<file path="config.mk">
export PLATFORM = sky130hd
export DESIGN_NAME = multiplier
export DESIGN_NICKNAME = d
export VERILOG_FILES = /design/src/rtl/multiplier.sv
export SDC_FILE = /design/constraint.sdc
export NUM_CORES = 1
export LEC_CHECK = 0
export ABC_AREA = 1
export BUFFER_PORTS_ARGS = -buffer_cell sky130_fd_sc_hd__buf_4
export CAP_MARGIN = 20
export CORE_UTILIZATION = 57
export CTS_CLUSTER_DIAMETER = 40
export DETAILED_ROUTE_END_ITERATION = 16
export PLACE_DENSITY = 0.8
export SLEW_MARGIN = 30
export SYNTH_ARGS = -nofsm -noshare
export SYNTH_HDL_FRONTEND = slang
export SYNTH_SLANG_ARGS = --single-unit
export TNS_END_PERCENT = 100
</file>
<file path="constraint.sdc">
create_clock -name clk -period 3.3 [get_ports clk]
set_input_delay 0.165 -clock clk [delete_from_list [all_inputs] [get_ports clk]]
set_output_delay 0.165 -clock clk [all_outputs]
set_load 0.01 [all_outputs]
</file>
<file path="src/rtl/multiplier.sv">
// Sequential 32x32 unsigned multiplier using a shift-add loop.
// A start is accepted only in IDLE when Signal carries the MULTU code.
// One add/shift step runs per cycle in RUN. The finished product is published
// on dataOut at the final step, together with a single-cycle done pulse.
module multiplier #(
  parameter logic [5:0]  MULTU = 6'b011001,
  parameter int unsigned STEPS = 32
) (
  input  logic        clk,
  input  logic        reset,
  input  logic [31:0] dataA,
  input  logic [31:0] dataB,
  input  logic [5:0]  Signal,
  output logic [63:0] dataOut,
  output logic        busy,
  output logic        done
);

  typedef enum logic [1:0] {
    IDLE = 2'd0,
    RUN  = 2'd1,
    DONE = 2'd2
  } state_t;

  // Counter value seen on the edge that performs the last iteration.
  // STEPS must equal the 32-bit operand width.
  localparam logic [5:0] LAST_STEP = 6'(STEPS - 1);

  state_t      state_q,    state_d;
  logic [31:0] mcand_q,    mcand_d;
  logic [63:0] p_q,        p_d;
  logic [5:0]  cnt_q,      cnt_d;
  logic [63:0] data_out_q, data_out_d;
  logic        done_q,     done_d;

  logic [32:0] add_src;
  logic [32:0] sum;
  logic [63:0] step_p;

  // One shift-add iteration. The sum is 33 bits wide so that its carry
  // becomes the new MSB of P when the product is shifted right.
  always_comb begin
    add_src = '0;
    if (p_q[0]) begin
      add_src = {1'b0, mcand_q};
    end
    sum    = {1'b0, p_q[63:32]} + add_src;
    step_p = {sum, p_q[31:1]};
  end

  // Next-state logic and register updates for IDLE, RUN and DONE.
  always_comb begin
    state_d    = state_q;
    mcand_d    = mcand_q;
    p_d        = p_q;
    cnt_d      = cnt_q;
    data_out_d = data_out_q;
    done_d     = done_q;
    case (state_q)
      IDLE: begin
        if (Signal == MULTU) begin
          mcand_d = dataA;
          p_d     = {32'b0, dataB};
          cnt_d   = '0;
          state_d = RUN;
        end
      end
      RUN: begin
        p_d   = step_p;
        cnt_d = cnt_q + 6'd1;
        if (cnt_q == LAST_STEP) begin
          data_out_d = step_p;
          done_d     = 1'b1;
          state_d    = DONE;
        end
      end
      DONE: begin
        done_d  = 1'b0;
        state_d = IDLE;
      end
      default: begin
        done_d  = 1'b0;
        state_d = IDLE;
      end
    endcase
  end

  // State and datapath registers with synchronous active-high reset.
  always_ff @(posedge clk) begin
    if (reset) begin
      state_q    <= IDLE;
      mcand_q    <= '0;
      p_q        <= '0;
      cnt_q      <= '0;
      data_out_q <= '0;
      done_q     <= 1'b0;
    end else begin
      state_q    <= state_d;
      mcand_q    <= mcand_d;
      p_q        <= p_d;
      cnt_q      <= cnt_d;
      data_out_q <= data_out_d;
      done_q     <= done_d;
    end
  end

  assign dataOut = data_out_q;
  assign busy    = (state_q == RUN);
  assign done    = done_q;

endmodule

</file>
; ---- Yosys cells after proc, flatten, opt, wreduce, memory -nomap -nowiden
; Cells that the tools add are included.
; Widths: inputs -> output; s select.
[word_totals]
reg_bits = 169
latchBits = 0
ram_bits = 0
mem_bits_ro = 0
in_bits = 72
wordCells = 31
mem_count = 0
[op_classes]
add_sub_neg = 2
multipliers = 0
n_div = 0
n_lt_le_gt_ge = 0
eq_ne = 5
shift = 0
n_mux = 10
bitwise = 1
n_reduce_logical = 7
[ops]
columns = operator, n
row1 = $pmux 64 s2, 1
row2 = $mux 64, 1
row3 = $add 32x33->33, 1
row4 = $mux 32, 1
row5 = $eq 6x5->1 const B, 2
row6 = $pmux 6 s2, 1
row7 = $reduce_and 2->1, 5
row8 = $add 6x1->6 const B, 1
row9 = $mux 6, 1
row10 = $mux 2, 2
row11 = $pmux 2 s2, 1
row12 = $eq 2x1->1 const B, 1
row13 = $logic_not 2->1, 1
row14 = $ne 2x1->1 const B, 1
row15 = $ne 2x2->1 const B, 1
row16 = $pmux 1 s2, 1
row17 = $reduce_bool 2->1, 1
row18 = $mux 1, 1
row19 = $not 1->1, 1

; ---- Longest topological paths before layout
[depth]
ltp_word = 3
mapped_depth = 21
ltp_nobuf = 19

; ---- Worst setup path before layout
; Ideal clock, no wire load.
[synth_path]
kind = flip-flop to flip-flop
from = register p_q[0]
to = register data_out_q[55], in the netlist dataOut[55]
arrival_ns = 2.307
required_time_ns = 3.191
setup_slack_ns = 0.884
path_stages_with_launch = 22
path_buffers = 2
synth_period_minus_slack_ns = 2.416
cell_sequence = dfxtp_1 -> clkbuf_1 -> clkbuf_1 -> nand2_1 -> inv_1 -> ha_1 -> inv_1 -> fa_1 -> inv_1 -> nand3_1 -> nand2_1 -> nand2_1 -> nand2_1 -> nand2_1 -> nand2_1 -> nand2_1 -> nand2_1 -> nand2_1 -> nand2_1 -> nand2_1 -> nand2_1 -> inv_1
[synth_via]
elab_chain_len = 2
[synth_lines]
columns = item, line_no
row1 = from (decl), 31  ; logic [63:0] p_q, p_d;
row2 = from (signal assigned), 100  ; p_q <= p_d;
row3 = $mux 32, 44  ; if (p_q[0]) begin
row4 = $add 32x33->33, 47  ; sum = {1'b0, p_q[63:32]} + add_src;
row5 = to (signal assigned), 102  ; data_out_q <= data_out_d;
row6 = to (decl), 33  ; logic [63:0] data_out_q, data_out_d;
; No other way between the ends.
; A chain may end at the register's enable or synchronous reset.

; ---- Final worst setup path
; Same ends and word-level chain as after synthesis.

==> out/results.txt <==
Upper clock frequency limit -> 0.368 GHz
Basic-gate share of the synthesized area counting and, or, nand and nor cells -> 26.8%
Switch share -> 23.6%
Total negative slack for setup checks -> 0 ps
Share of post-route cells with drive strength above 1 -> 12.8%
Maximum buffer depth of the clock tree -> 2
Adder and majority cell fraction of the synthesized area -> 4.82%
Net switching power -> 1.00 mW
Gate count of the mapped netlist -> 1384
Number of buffers added by the clock tree synthesis step -> 17
Part of the total power dissipated in sequential elements -> 48.6%
Clock transition at the registers of the reported paths -> 60 ps
Startpoint class of the critical path -> register
Complex-gate fraction of the synthesized area -> 16.4%
Maxcap violations -> 0
Cell mode on critical path -> sky130_fd_sc_hd__nand2_1
Xor-xnor portion of the synthesized cell area -> 1.46%
Pin count of the biggest net entering global routing -> 95
Cell type contributing the most total cell area after synthesis -> sky130_fd_sc_hd__dfxtp_1
Cells traversed along the worst timing path -> nand2_1 -> inv_1 -> ha_1 -> inv_1 -> fa_1 -> inv_1 -> nand3_1 -> nand2_1 -> nand2_1 -> nand2_1 -> nand2_1 -> nand2_1 -> nand2_1 -> nand2_1 -> nand2_1 -> nand2_1 -> nand2_1 -> nand2_1 -> inv_1
Largest driver fanout on the critical path -> 14
Peak per-stage delay on the critical path -> 620 ps
Antenna Nets Post-Route -> 0
Setup repair after global routing missed its margin -> no
Internal power -> 3.24 mW
Clock latency on the worst-skew pair -> 430 ps
Final max-slew violation count -> 0
Share of the synthesized area in the top cell type -> 37.7%
H-tree lvl count -> 4
FF+latch count, synth -> 169
Synth Area per Inst -> 6.49 sq um
Setup repair bufs after CTS -> 0
Number of antenna diodes -> 0
Cell area after synthesis -> 0.00898 sq mm
Final count of hold timing violations -> 0
Global-route wire length before repair -> 39600 um
Post-place instance area -> 0.0101 sq mm
Die footprint -> 0.0163 sq mm
Status -> finished, final reports clean
Logic pwr share -> 4.8%
Number of placement rows -> 45
Final critical path time including I/O delays and setup -> 2720 ps
Kind of cell adding the most delay to the critical path -> simple AND/OR/NAND/NOR gates
Final Cycle Share -> 82.4%
Number of warnings issued by yosys -> 0
Vias in the first global route -> 8341
Pre-Repair DR Iteration Count -> 8
Number of DRC violations after detailed routing -> 0
Final setup violating endpoints -> 0
Post-route total power -> 4.24 mW
Area of the core -> 0.0153 sq mm
Worst Path Arrival -> 3050 ps
Total non-filler cell area in the finished layout -> 0.0109 sq mm
Aggregate global routing overflow -> 0
Width of the die -> 128 um
Number of distinct standard cells referenced by the synthesized netlist -> 36
Syn_nets -> 1490
Via count -> 9031
Pwr dens -> 389 mW/mm^2
Critical path buffer and inverter count -> 4
P_leak -> 5.60 nW
Worst rel slew slack -> 46.9%
Clock power share -> 46.5%
Logic depth of the worst setup path including buffers -> 19
Critical path class -> register to register
Peak VDD IR -> 0.371 mV
Required time of the worst setup path -> 3630 ps
Wirelength, routed -> 24300 um
Initial detailed-routing violation count -> 723
Most common cell after layout, fill and taps aside -> sky130_fd_sc_hd__nand2_1
Max Clock Skew -> 11.1 ps
Cell at the root of the clock tree -> sky130_fd_sc_hd__clkbuf_16
Most frequent cells in the layout -> sky130_fd_sc_hd__nand2_1, sky130_fd_sc_hd__inv_1, sky130_fd_sc_hd__dfxtp_1
Die height -> 128 um
Port Buffer Count -> 137
Path class of the lowest-slack min-delay path -> primary input to register
Leading cell types by total area after synthesis -> sky130_fd_sc_hd__dfxtp_1, sky130_fd_sc_hd__nand2_1, sky130_fd_sc_hd__inv_1, sky130_fd_sc_hd__o21ai_0, sky130_fd_sc_hd__a21oi_1
WL per Instance -> 14.0 um
Worst Hold Path Cells -> 3
Critical path endpoint category -> register
Global router's overall resource usage -> 30.7%
Critical-path top delay cell -> sky130_fd_sc_hd__dfxtp_1
Transition at the pin with the smallest max-transition slack -> 795 ps
Dominant combinational cell family by area after synthesis -> simple AND/OR/NAND/NOR gates
Vias per Instance -> 5.21
Placer congestion estimate -> 1.02
Clock tree from TritonCTS -> built
Final nets -> 1617
Proportion of synthesized area in mux cells -> 0%
Worst Reg-to-Reg Cells -> 19
Share of synthesized area occupied by flip-flops and latches -> 37.7%
Number of antenna violations at the first check in global routing -> 0
Starting utilization of the core area -> 58.6%
Hpwl dp -> 17100 um
Area overhead of the layout relative to synthesis -> 21.2%
Total number of clock tree sinks -> 169
I/O pins -> 138
## worst paths after layout
check | end | slack [ps] | start
setup / recovery | dataOut[55]$_SDFFE_PP0P_ | 580 | p_q[0]$_SDFFE_PP0P_
hold reg to reg | p_q[32]$_SDFFE_PP0P_ | 470 | p_q[32]$_SDFFE_PP0P_
hold / removal | mcand_q[19]$_SDFFE_PP0P_ | 10 | dataA[19]
setup reg to reg | dataOut[55]$_SDFFE_PP0P_ | 580 | p_q[0]$_SDFFE_PP0P_
## power by group through the flow
stage	Clock [mW]	Combinational [mW]	Sequential, mW
final	1.97	0.205	2.06
after detailed placement	0	0.182	2.11
after floorplan	0	0.0941	2.11
after global routing	2.09	0.227	2.06
after CTS	1.99	0.202	2.06
after global placement	0	0.180	2.11
## layout make-up
cell class                      instances  area (sq um)
Clock buffer                           19           443
Clock inverter                         13           135
Fill cell                            1353          4430
Inverter                              229           862
Multi-Input combinational cell        924          4450
Sequential cell                       169          3380
Tap cell                              211           264
Timing Repair Buffer                  170          1350
## tightest hold or removal path, stage by stage
cell	delay [ps]
sky130_fd_sc_hd__buf_4	70
sky130_fd_sc_hd__o21ai_0	70
sky130_fd_sc_hd__nor2_1	90
## kinds of logic (layout without fill, tap and decap cells)
logic type | count (synthesis) | in the layout
AND/OR/NAND/NOR | 599 | 599
buffers and inverters | 291 | 431
AO/OA/AOI/OAI | 276 | 276
flip-flops | 169 | 169
adder cells (fa/ha/maj) | 34 | 34
XOR/XNOR | 15 | 15
## state kept, by name, indices dropped and copies added (netlist names)
| register | cells |
|---|---|
| p_q | 64 |
| cnt_q | 6 |
| mcand_q | 32 |
| state_q | 2 |
| dataOut | 64 |
| done | 1 |
## synth_stat cells, drive strengths merged
master,instances
nand2,404
inv,228
dfxtp,169
o21ai,149
nor2,111
a21oi,93
nand3,69
ha,33
buf,31
clkbuf,31
o21a,19
xor2,14
o21bai,8
nor3,7
nand3b,4
a21o,3
a211oi,2
a31oi,1
and2,1
clkinv,1
fa,1
nand4,1
nor4,1
o31ai,1
or2,1
xnor2,1
## through the flow
stage	setup slack (ps)	hold slack, ps	cells	util, %
after floorplan	884	326	1384	-
after global routing	337	17.8	1735	71.1
after global placement	681	417	1682	65.9
after detailed placement	663	423	1682	65.9
after CTS	627	0.322	1735	71.1
final	581	9.78	1735	71.1
## timing repair
| item | CTS | global route |
|---|---|---|
| resized for setup | 0 | 0 |
| endpoints found under the setup margin | 0 | 0 |
| endpoints found under the hold margin | 21 | 0 |
| hold buffers | 21 | 0 |
## per-layer routing
metal / vias to the layer above / wire [um] / global-route usage [%]
met2: 328 / 11200 / 50.6
met3: 44 / 2030 / 6.91
li1: 4564 / - / -
met1: 4095 / 10600 / 39.5
met4: 0 / 497 / 10.6
met5: - / 0 / 0
(Power assumes the default switching activity.)
